**src/rtl/snake_pkg.sv**
```systemverilog
`default_nettype none
// ============================================================================
// Module   : snake_pkg
// Purpose  : Shared directions, PS/2 scan codes and key-map helper for the
//            snake game and its PS/2 direction decoder.
// Revision : 1.0 - initial release
// ============================================================================
package snake_pkg;

    // Directions, shared with snake_game
    localparam logic [1:0] RIGHT = 2'd0;
    localparam logic [1:0] UP    = 2'd1;
    localparam logic [1:0] LEFT  = 2'd2;
    localparam logic [1:0] DOWN  = 2'd3;

    // Scan-code prefixes
    localparam logic [7:0] SC_EXT = 8'hE0;
    localparam logic [7:0] SC_BRK = 8'hF0;

    // Extended (E0-prefixed) arrow keys
    localparam logic [7:0] SC_UP    = 8'h75;
    localparam logic [7:0] SC_DOWN  = 8'h72;
    localparam logic [7:0] SC_LEFT  = 8'h6B;
    localparam logic [7:0] SC_RIGHT = 8'h74;

    // Plain WASD keys
    localparam logic [7:0] SC_W = 8'h1D;
    localparam logic [7:0] SC_S = 8'h1B;
    localparam logic [7:0] SC_A = 8'h1C;
    localparam logic [7:0] SC_D = 8'h23;

    // Index of the stop bit counting from the first data bit
    localparam logic [3:0] c_frame_last = 4'd9;

    typedef struct packed {
        logic       hit;
        logic [1:0] dir;
    } key_map_t;

    // Translate a make code into a direction; hit=0 means "not a movement key"
    function automatic key_map_t map_key(input logic ext, input logic [7:0] code);
        key_map_t m;
        m.hit = 1'b1;
        m.dir = RIGHT;
        if (ext) begin
            case (code)
                SC_UP:    m.dir = UP;
                SC_DOWN:  m.dir = DOWN;
                SC_LEFT:  m.dir = LEFT;
                SC_RIGHT: m.dir = RIGHT;
                default:  m.hit = 1'b0;
            endcase
        end else begin
            case (code)
                SC_W:    m.dir = UP;
                SC_S:    m.dir = DOWN;
                SC_A:    m.dir = LEFT;
                SC_D:    m.dir = RIGHT;
                default: m.hit = 1'b0;
            endcase
        end
        return m;
    endfunction

endpackage
`default_nettype wire

```
**src/rtl/ps2_rx.sv**
```systemverilog
`default_nettype none
// ============================================================================
// Module   : ps2_rx
// Purpose  : PS/2 device-to-host receiver: synchronizers, PS2C glitch
//            filter, 11-bit frame FSM with parity/stop check and timeout.
// Revision : 1.0 - initial release
// ============================================================================
module ps2_rx
    import snake_pkg::*;
#(
    parameter int FILTER_LEN = 8,
    parameter int TIMEOUT    = 10000
) (
    input  logic       clk,
    input  logic       rst_n,
    input  logic       i_ps2c,
    input  logic       i_ps2d,
    output logic [7:0] o_rx_byte,
    output logic       o_rx_valid,
    output logic       o_rx_error,
    output logic       o_busy
);

    localparam int c_filt_w = $clog2(FILTER_LEN + 1);
    localparam int c_tmr_w  = $clog2(TIMEOUT + 1);

    typedef enum logic [0:0] {
        S_IDLE = 1'b0,
        S_RECV = 1'b1
    } state_t;

    logic [1:0]          r_c_sync;
    logic [1:0]          r_d_sync;
    logic                r_filt_level;
    logic [c_filt_w-1:0] r_filt_cnt;
    logic                r_fall;
    state_t              r_state;
    logic [3:0]          r_bit_cnt;
    logic [8:0]          r_shift;
    logic [c_tmr_w-1:0]  r_timer;

    logic       w_filt_flip;
    logic [9:0] w_frame;
    logic       w_frame_ok;

    // A flip needs FILTER_LEN consecutive samples disagreeing with the level
    assign w_filt_flip = (r_c_sync[1] != r_filt_level) &&
                         (r_filt_cnt == c_filt_w'(FILTER_LEN - 1));

    // Frame as it stands once the current data sample is shifted in
    assign w_frame    = {r_d_sync[1], r_shift};
    assign w_frame_ok = (^w_frame[8:0]) && w_frame[9];

    assign o_busy = (r_state == S_RECV);

    // Two-flop synchronizers; lines idle high
    always_ff @(posedge clk or negedge rst_n) begin
        if (!rst_n) begin
            r_c_sync <= 2'b11;
            r_d_sync <= 2'b11;
        end else begin
            r_c_sync <= {r_c_sync[0], i_ps2c};
            r_d_sync <= {r_d_sync[0], i_ps2d};
        end
    end

    // Glitch filter on PS2C and one-cycle falling-edge strobe
    always_ff @(posedge clk or negedge rst_n) begin
        if (!rst_n) begin
            r_filt_level <= 1'b1;
            r_filt_cnt   <= '0;
            r_fall       <= 1'b0;
        end else begin
            r_fall <= w_filt_flip && r_filt_level;
            if (r_c_sync[1] == r_filt_level) begin
                r_filt_cnt <= '0;
            end else if (w_filt_flip) begin
                r_filt_level <= ~r_filt_level;
                r_filt_cnt   <= '0;
            end else begin
                r_filt_cnt <= r_filt_cnt + 1'b1;
            end
        end
    end

    // Frame FSM: start detection, bit assembly, check and timeout abort
    always_ff @(posedge clk or negedge rst_n) begin
        if (!rst_n) begin
            r_state    <= S_IDLE;
            r_bit_cnt  <= '0;
            r_shift    <= '0;
            r_timer    <= '0;
            o_rx_byte  <= '0;
            o_rx_valid <= 1'b0;
            o_rx_error <= 1'b0;
        end else begin
            o_rx_valid <= 1'b0;
            o_rx_error <= 1'b0;
            case (r_state)
                S_IDLE: begin
                    r_timer <= '0;
                    // A high start bit is line noise and is dropped silently
                    if (r_fall && !r_d_sync[1]) begin
                        r_state   <= S_RECV;
                        r_bit_cnt <= '0;
                    end
                end
                S_RECV: begin
                    // A falling edge takes priority over an expiring timer
                    if (r_fall) begin
                        r_timer <= '0;
                        r_shift <= w_frame[9:1];
                        if (r_bit_cnt == c_frame_last) begin
                            r_state <= S_IDLE;
                            if (w_frame_ok) begin
                                o_rx_valid <= 1'b1;
                                o_rx_byte  <= w_frame[7:0];
                            end else begin
                                o_rx_error <= 1'b1;
                            end
                        end else begin
                            r_bit_cnt <= r_bit_cnt + 1'b1;
                        end
                    end else if (r_timer == c_tmr_w'(TIMEOUT - 1)) begin
                        o_rx_error <= 1'b1;
                        r_state    <= S_IDLE;
                        r_timer    <= '0;
                    end else begin
                        r_timer <= r_timer + 1'b1;
                    end
                end
                default: r_state <= S_IDLE;
            endcase
        end
    end

endmodule
`default_nettype wire

```
**src/rtl/ps2_move_decoder.sv**
```systemverilog
`default_nettype none
// ============================================================================
// Module   : ps2_move_decoder
// Purpose  : PS/2 keyboard to snake direction decoder. Tracks E0/F0
//            prefixes and maps arrow / WASD make codes onto move.
// Revision : 1.0 - initial release
// ============================================================================
module ps2_move_decoder
    import snake_pkg::*;
#(
    parameter int FILTER_LEN = 8,
    parameter int TIMEOUT    = 10000
) (
    input  logic       mclk,
    input  logic       reset_n,
    input  logic       ps2c,
    input  logic       ps2d,
    output logic [7:0] rx_byte,
    output logic       rx_valid,
    output logic       rx_error,
    output logic       busy,
    output logic [1:0] move,
    output logic       move_valid
);

    logic     r_ext;
    logic     r_brk;
    key_map_t w_key;

    ps2_rx #(
        .FILTER_LEN (FILTER_LEN),
        .TIMEOUT    (TIMEOUT)
    ) u_ps2_rx (
        .clk        (mclk),
        .rst_n      (reset_n),
        .i_ps2c     (ps2c),
        .i_ps2d     (ps2d),
        .o_rx_byte  (rx_byte),
        .o_rx_valid (rx_valid),
        .o_rx_error (rx_error),
        .o_busy     (busy)
    );

    assign w_key = map_key(r_ext, rx_byte);

    // Prefix tracking and direction register; break codes never move
    always_ff @(posedge mclk or negedge reset_n) begin
        if (!reset_n) begin
            r_ext      <= 1'b0;
            r_brk      <= 1'b0;
            move       <= RIGHT;
            move_valid <= 1'b0;
        end else begin
            move_valid <= 1'b0;
            if (rx_error) begin
                r_ext <= 1'b0;
                r_brk <= 1'b0;
            end else if (rx_valid) begin
                if (rx_byte == SC_EXT) begin
                    r_ext <= 1'b1;
                end else if (rx_byte == SC_BRK) begin
                    r_brk <= 1'b1;
                end else begin
                    if (!r_brk && w_key.hit) begin
                        move       <= w_key.dir;
                        move_valid <= 1'b1;
                    end
                    r_ext <= 1'b0;
                    r_brk <= 1'b0;
                end
            end
        end
    end

endmodule
`default_nettype wire
```
**config.mk**
```make
export PLATFORM = sky130hd
export DESIGN_NAME = ps2_move_decoder
export DESIGN_NICKNAME = d
export VERILOG_FILES = /design/src/rtl/snake_pkg.sv /design/src/rtl/ps2_rx.sv /design/src/rtl/ps2_move_decoder.sv
export SDC_FILE = /design/constraint.sdc
export NUM_CORES = 1
export LEC_CHECK = 0
export BUFFER_PORTS_ARGS = -buffer_cell sky130_fd_sc_hd__buf_2
export CAP_MARGIN = 20
export CORE_ASPECT_RATIO = 0.6
export CORE_MARGIN = 2
export CORE_UTILIZATION = 55
export CTS_CLUSTER_DIAMETER = 30
export CTS_CLUSTER_SIZE = 30
export DETAILED_ROUTE_END_ITERATION = 8
export HOLD_SLACK_MARGIN = 0.03
export PLACE_DENSITY = 0.73
export SLEW_MARGIN = 20
export SYNTH_ARGS = -nofsm -noshare
export SYNTH_HDL_FRONTEND = slang
export SYNTH_HIERARCHICAL = 1
export SYNTH_SLANG_ARGS = --single-unit
```
**constraint.sdc**
```tcl
create_clock -name mclk -period 2.4 [get_ports mclk]
set_input_delay 0.36 -clock mclk [delete_from_list [all_inputs] [get_ports mclk]]
set_output_delay 0.36 -clock mclk [all_outputs]
set_load 0.1 [all_outputs]
```
-- Yosys cells after proc, flatten, opt, wreduce, memory -nomap -nowiden
Cells that the tools add are included.
- register bits: 53
- output and inout bits: 14
- logic and storage cells: 104
- $add $sub $neg: 3
- equality and inequality tests: 20
- multiplexer cells: 41
- bitwise gates (word level): 6
- reduce and logical (&&, ||, !) cells: 18
- operator list (cell ; count):
    $eq A8 B7 Y1 const B ; 4
    $mux W1 ; 28
    $mux W14 ; 2
    $pmux W14 S2 ; 1
    $eq A8 B5 Y1 const B ; 3
    $mux W4 ; 5
    $eq A8 B8 Y1 const B ; 2
    $add A14 B1 Y14 const B ; 1
    $eq A14 B14 Y1 const B ; 1
    $pmux W2 S3 ; 2
    $reduce_xor A9 Y1 ; 1
    $add A4 B1 Y4 const B ; 2
    $eq A8 B6 Y1 const B ; 1
    $pmux W4 S2 ; 1
    $reduce_and A2 Y1 ; 4
    $reduce_or A4 Y1 ; 2
    $ne A2 B1 Y1 const B ; 3
    $not A1 Y1 ; 6
    $logic_and A1 B1 Y1 ; 5
    $reduce_and A5 Y1 ; 1
    $eq A4 B3 Y1 const B ; 1
    $eq A4 B4 Y1 const B ; 1
    $reduce_and A4 Y1 ; 1
    $mux W3 ; 1
    other kinds (8) ; 9

-- Longest topological paths before layout
- depth in word-level cells: 10
- depth in mapped cells: 6

-- By module
The synthesis kept the hierarchy.
- by module, submodules not included (module ; times used ; cells each ; area an instance (um^2) ; seq. area each (um^2)):
    ps2_rx ; 1 ; 173 ; 2137.0 ; 1207.4
    ps2_move_decoder ; 1 ; 48 ; 419.2 ; 125.1

-- Worst setup path before layout
OpenSTA, ideal clock, no wires.
- kind: reg2reg
- start point: register u_ps2_rx.o_rx_byte[1]
- end point: register move[0]
- arrival time: 2187 ps
- slack: 85 ps
- cell stages (with the launch flop): 6
- clock period less this slack: 2315 ps
- path through: dfrtp_1 -> or3b_1 -> a211o_1 -> a21oi_2 -> o21ai_2 -> mux2_1
- word-level cells in the longest chain between the ends: 6
- elaborated cells between the ends (all ways): 21
- ends and longest elaborated chain (what ; RTL line ; text):
    from (decl) ; ps2_rx.sv:18 ; output logic [7:0] o_rx_byte,
    from (signal assigned) ; ps2_rx.sv:117 ; o_rx_byte <= w_frame[7:0];
    $eq A8 B6 Y1, or another cell as far along ; snake_pkg.sv:54 ; case (code)
    $reduce_or A4 Y1 (no line) ; -- ;
    $mux W1, on equally long branches ; snake_pkg.sv:54, snake_pkg.sv:46 ;
    $mux W3 ; snake_pkg.sv:45 ; if (ext) begin
    $logic_and A1 B1 Y1 ; ps2_move_decoder.sv:64 ; if (!r_brk && w_key.hit) begin
    $reduce_and A5 Y1 (no line) ; -- ;
    to (signal assigned) ; ps2_move_decoder.sv:65 ; move <= w_key.dir;
    to (decl) ; ps2_move_decoder.sv:22 ; output logic [1:0] move,
Several ways; a longest one is shown, not always the timed one.
A chain may end at the register's enable or synchronous reset.

-- Worst setup path in the final report
- start point: register u_ps2_rx.r_shift[2]
- end point: register u_ps2_rx.o_rx_byte[0]
- word-level cells in the longest chain between the ends: 3
- ends and longest elaborated chain (what ; RTL line ; text):
    from (decl) ; ps2_rx.sv:39 ; logic [8:0] r_shift;
    from (signal assigned) ; ps2_rx.sv:112 ; r_shift <= w_frame[9:1];
    $reduce_xor A9 Y1 ; ps2_rx.sv:52 ; assign w_frame_ok = (^w_frame[8:0]) && w_frame[9];
    $logic_and A1 B1 Y1 ; ps2_rx.sv:52 ;
    $reduce_and A4 Y1 (no line) ; -- ;
No other way between the ends.

==> flow_summary.ini <==
[routing]
wl_per_cell_um = 14.15
drt-pass1-iter-count = 4
ant_nets = 0
postRouteWirelength_um = 4330
vias_per_cell = 5.578
drc = 0
dr.first_iter.drc_count = 122
vias = 1707

[setup_path]
end_kind = register
cp.arrival_ns = 2.18
crit_family = multiplexers
path_buf_inv = 0
worstPathRequired_ns = 2.60
slowest_stage = xnor3_1
critPathMaxStageDelay_ns = 0.47
crit_type = reg2reg
path_max_fanout = 9
path_cells = xor2_1 > xnor3_1 > mux2i_4 > mux2_2
cp-start-kind = register

[power]
fin_total_pwr_mw = 1.524
leakage_nw = 1.315
ir_drop_v = 0.0003988
powerDensity_nw_per_um2 = 543.3

[layout]
layout.cells.non_filler = 306
nets = 251
final_common_cell = dfrtp_1
stdcell_area_sq_um = 2804
utilization = 0.6208
area_growth_pct = 9.692
diodes = 0
final_cell_mix = 48 x dfrtp_1, 20 x nor2_1, 17 x buf_2, 17 x mux2_2, 11 x nand2_1
layout-drive-gt1-share = 0.2263

[logic_synthesis]
ys_warn_count = 6
async_flop_share = 1.000
synth_adder_area_share = 0.02447
syn_inst = 221
syn_nets = 230
synth-edff-count = 0
ys_ff_latch = 53
synth_area_sq_um = 2556
ys_seq_area_frac = 0.5213
ys_types = 49
synthFlopType = dfrtp_1
synth_top_family_by_area = simple AND/OR/NAND/NOR gates
synth_xor_area_frac = 0.08174
muxShareOfSynthArea = 0.1003
synth_compound_area_frac = 0.06902
syn_area_per_cell_sq_um = 11.57
synth-simple-area-share = 0.1811

[die]
dieHeight_um = 56.81
die_area_sq_um = 5227
num_io_pins = 18
core-area_sq_um = 4517
die_w_um = 92.01
num_rows = 19
start_util = 0.5659

[timing]
min_period_ns = 1.985
timing.final.crit_share = 0.8270
max-slew-margin-rel = 0.5798
worst_pin_slew_ns = 0.6237
rsz0062_at_grt = no
maxSlewViolCount = 0
skew_ns = 0.005024
setup_tns_ns = 0
fmax_mhz = 503.8
finalHoldViolCount = 0
setup_viol_count_final = 0

[global_route]
grt.overflow.total = 0
grt_pass1_vias = 1527
grt_max_degree = 29
grt_usage = 0.1863
antenna_found_initial = 0
grt_pass1_wl_um = 7472

[outcome]
status = complete, no violations

[placed_design]
hpwl_um = 3119
dp.cells = 298
numPortBuffers = 17
placedInstanceArea_sq_um = 2718
gp_congestion = 0.8549

[clocking]
cts_tree = done
cts.sinks = 53
post_cts_buffers = 0
hold_buffers = 0
clk_latency_ns = 0.30
htreeDepth = 2
clk_pin_slew_worst_paths_ns = 0.09
cts_buffer_depth = 2
cts-root-buf = clkbuf_8
cts_buffers = 5
ctsResizeCount = 0

[worst_hold_path]
min_path_type = in2async

[job]
drv_cap = 0
[state kept, by name, indices dropped and copies added (netlist names), 2 cells and up]
| signal | cells |
|---|---|
| move | 2 |
| u_ps2_rx/o_rx_byte | 8 |
| u_ps2_rx/r_bit_cnt | 4 |
| u_ps2_rx/r_c_sync | 2 |
| u_ps2_rx/r_d_sync | 2 |
| u_ps2_rx/r_filt_cnt | 4 |
| u_ps2_rx/r_shift | 9 |
| u_ps2_rx/r_timer | 14 |
[where the power goes]
part / total (mW) / leakage, nW / internal, mW / switching (mW)
Clock: 0.482 / 0.0439 / 0.202 / 0.280
Combinational: 0.0870 / 0.550 / 0.0390 / 0.0480
Sequential: 0.955 / 0.721 / 0.931 / 0.0238
[kinds of logic (layout without fill, tap and decap cells)]
logic type      after synthesis  in the layout
flops                        53             53
fa+ha+maj                     5              5
mux                          22             22
buf+inv                      13             35
compound gates               26             26
xor+xnor                     19             19
simple gates                 83             83
[metal layers]
| layer | up-vias | global-route usage | part of all wire |
|---|---|---|---|
| met5 | - | 0 | 0 |
| met4 | 0 | 0.06397 | 0.0058 |
| met3 | 2 | 0.04564 | 0.054 |
| met2 | 45 | 0.2500 | 0.42 |
| met1 | 835 | 0.2924 | 0.52 |
| li1 | 825 | - | - |
[worst paths after layout]
| path | cells past startpoint | to | start | slack, ns |
|---|---|---|---|---|
| worst min register to register | 0 | u_ps2_rx/r_d_sync[1]$_DFF_PN1_ | u_ps2_rx/r_d_sync[0]$_DFF_PN1_ | 0.36 |
| worst min-delay path | 1 | u_ps2_rx/r_bit_cnt[0]$_DFFE_PN0P_ | reset_n | 0.05 |
| worst max register to register | 4 | u_ps2_rx/o_rx_byte[0]$_DFFE_PN0P_ | u_ps2_rx/r_shift[2]$_DFFE_PN0P_ | 0.42 |
| worst max-delay path | 4 | u_ps2_rx/o_rx_byte[0]$_DFFE_PN0P_ | u_ps2_rx/r_shift[2]$_DFFE_PN0P_ | 0.42 |
| max in group asynchronous | 2 | u_ps2_rx/r_d_sync[0]$_DFF_PN1_ | reset_n | 1.73 |
| min in group mclk | 1 | u_ps2_rx/r_c_sync[0]$_DFF_PN1_ | ps2c | 0.15 |
[cells in the mapped netlist, drive strengths merged, types with 6 or more instances]
cell	count	area [sq um]
nor2	20	75.07
nand2	11	41.29
mux2	19	214.0
nand3	9	45.04
xor2	9	78.83
nand4	6	37.54
xnor2	7	61.31
a21oi	6	33.78
dfrtp	48	1201
inv	9	33.78
o21ai	8	43.79
[final cells by class]
cell class                      count  area (sq um)
Timing Repair Buffer               18         105.1
Multi-Input combinational cell    155          1167
Tap cell                           63         78.83
Fill cell                         365          1713
Inverter                            9         33.78
Clock inverter                      3         17.52
Clock buffer                        5         68.82
Sequential cell                    53          1333
[metrics by stage]
step                      hold WS [ns]  setup WS, ns
after detailed placement        0.3510        0.4143
after CTS                      0.06570        0.3940
after global routing           0.08836        0.3097
after floorplan                0.06441       0.08462
after global placement          0.3462        0.4553
final                          0.05302        0.4152
(Power assumes the default switching activity.)
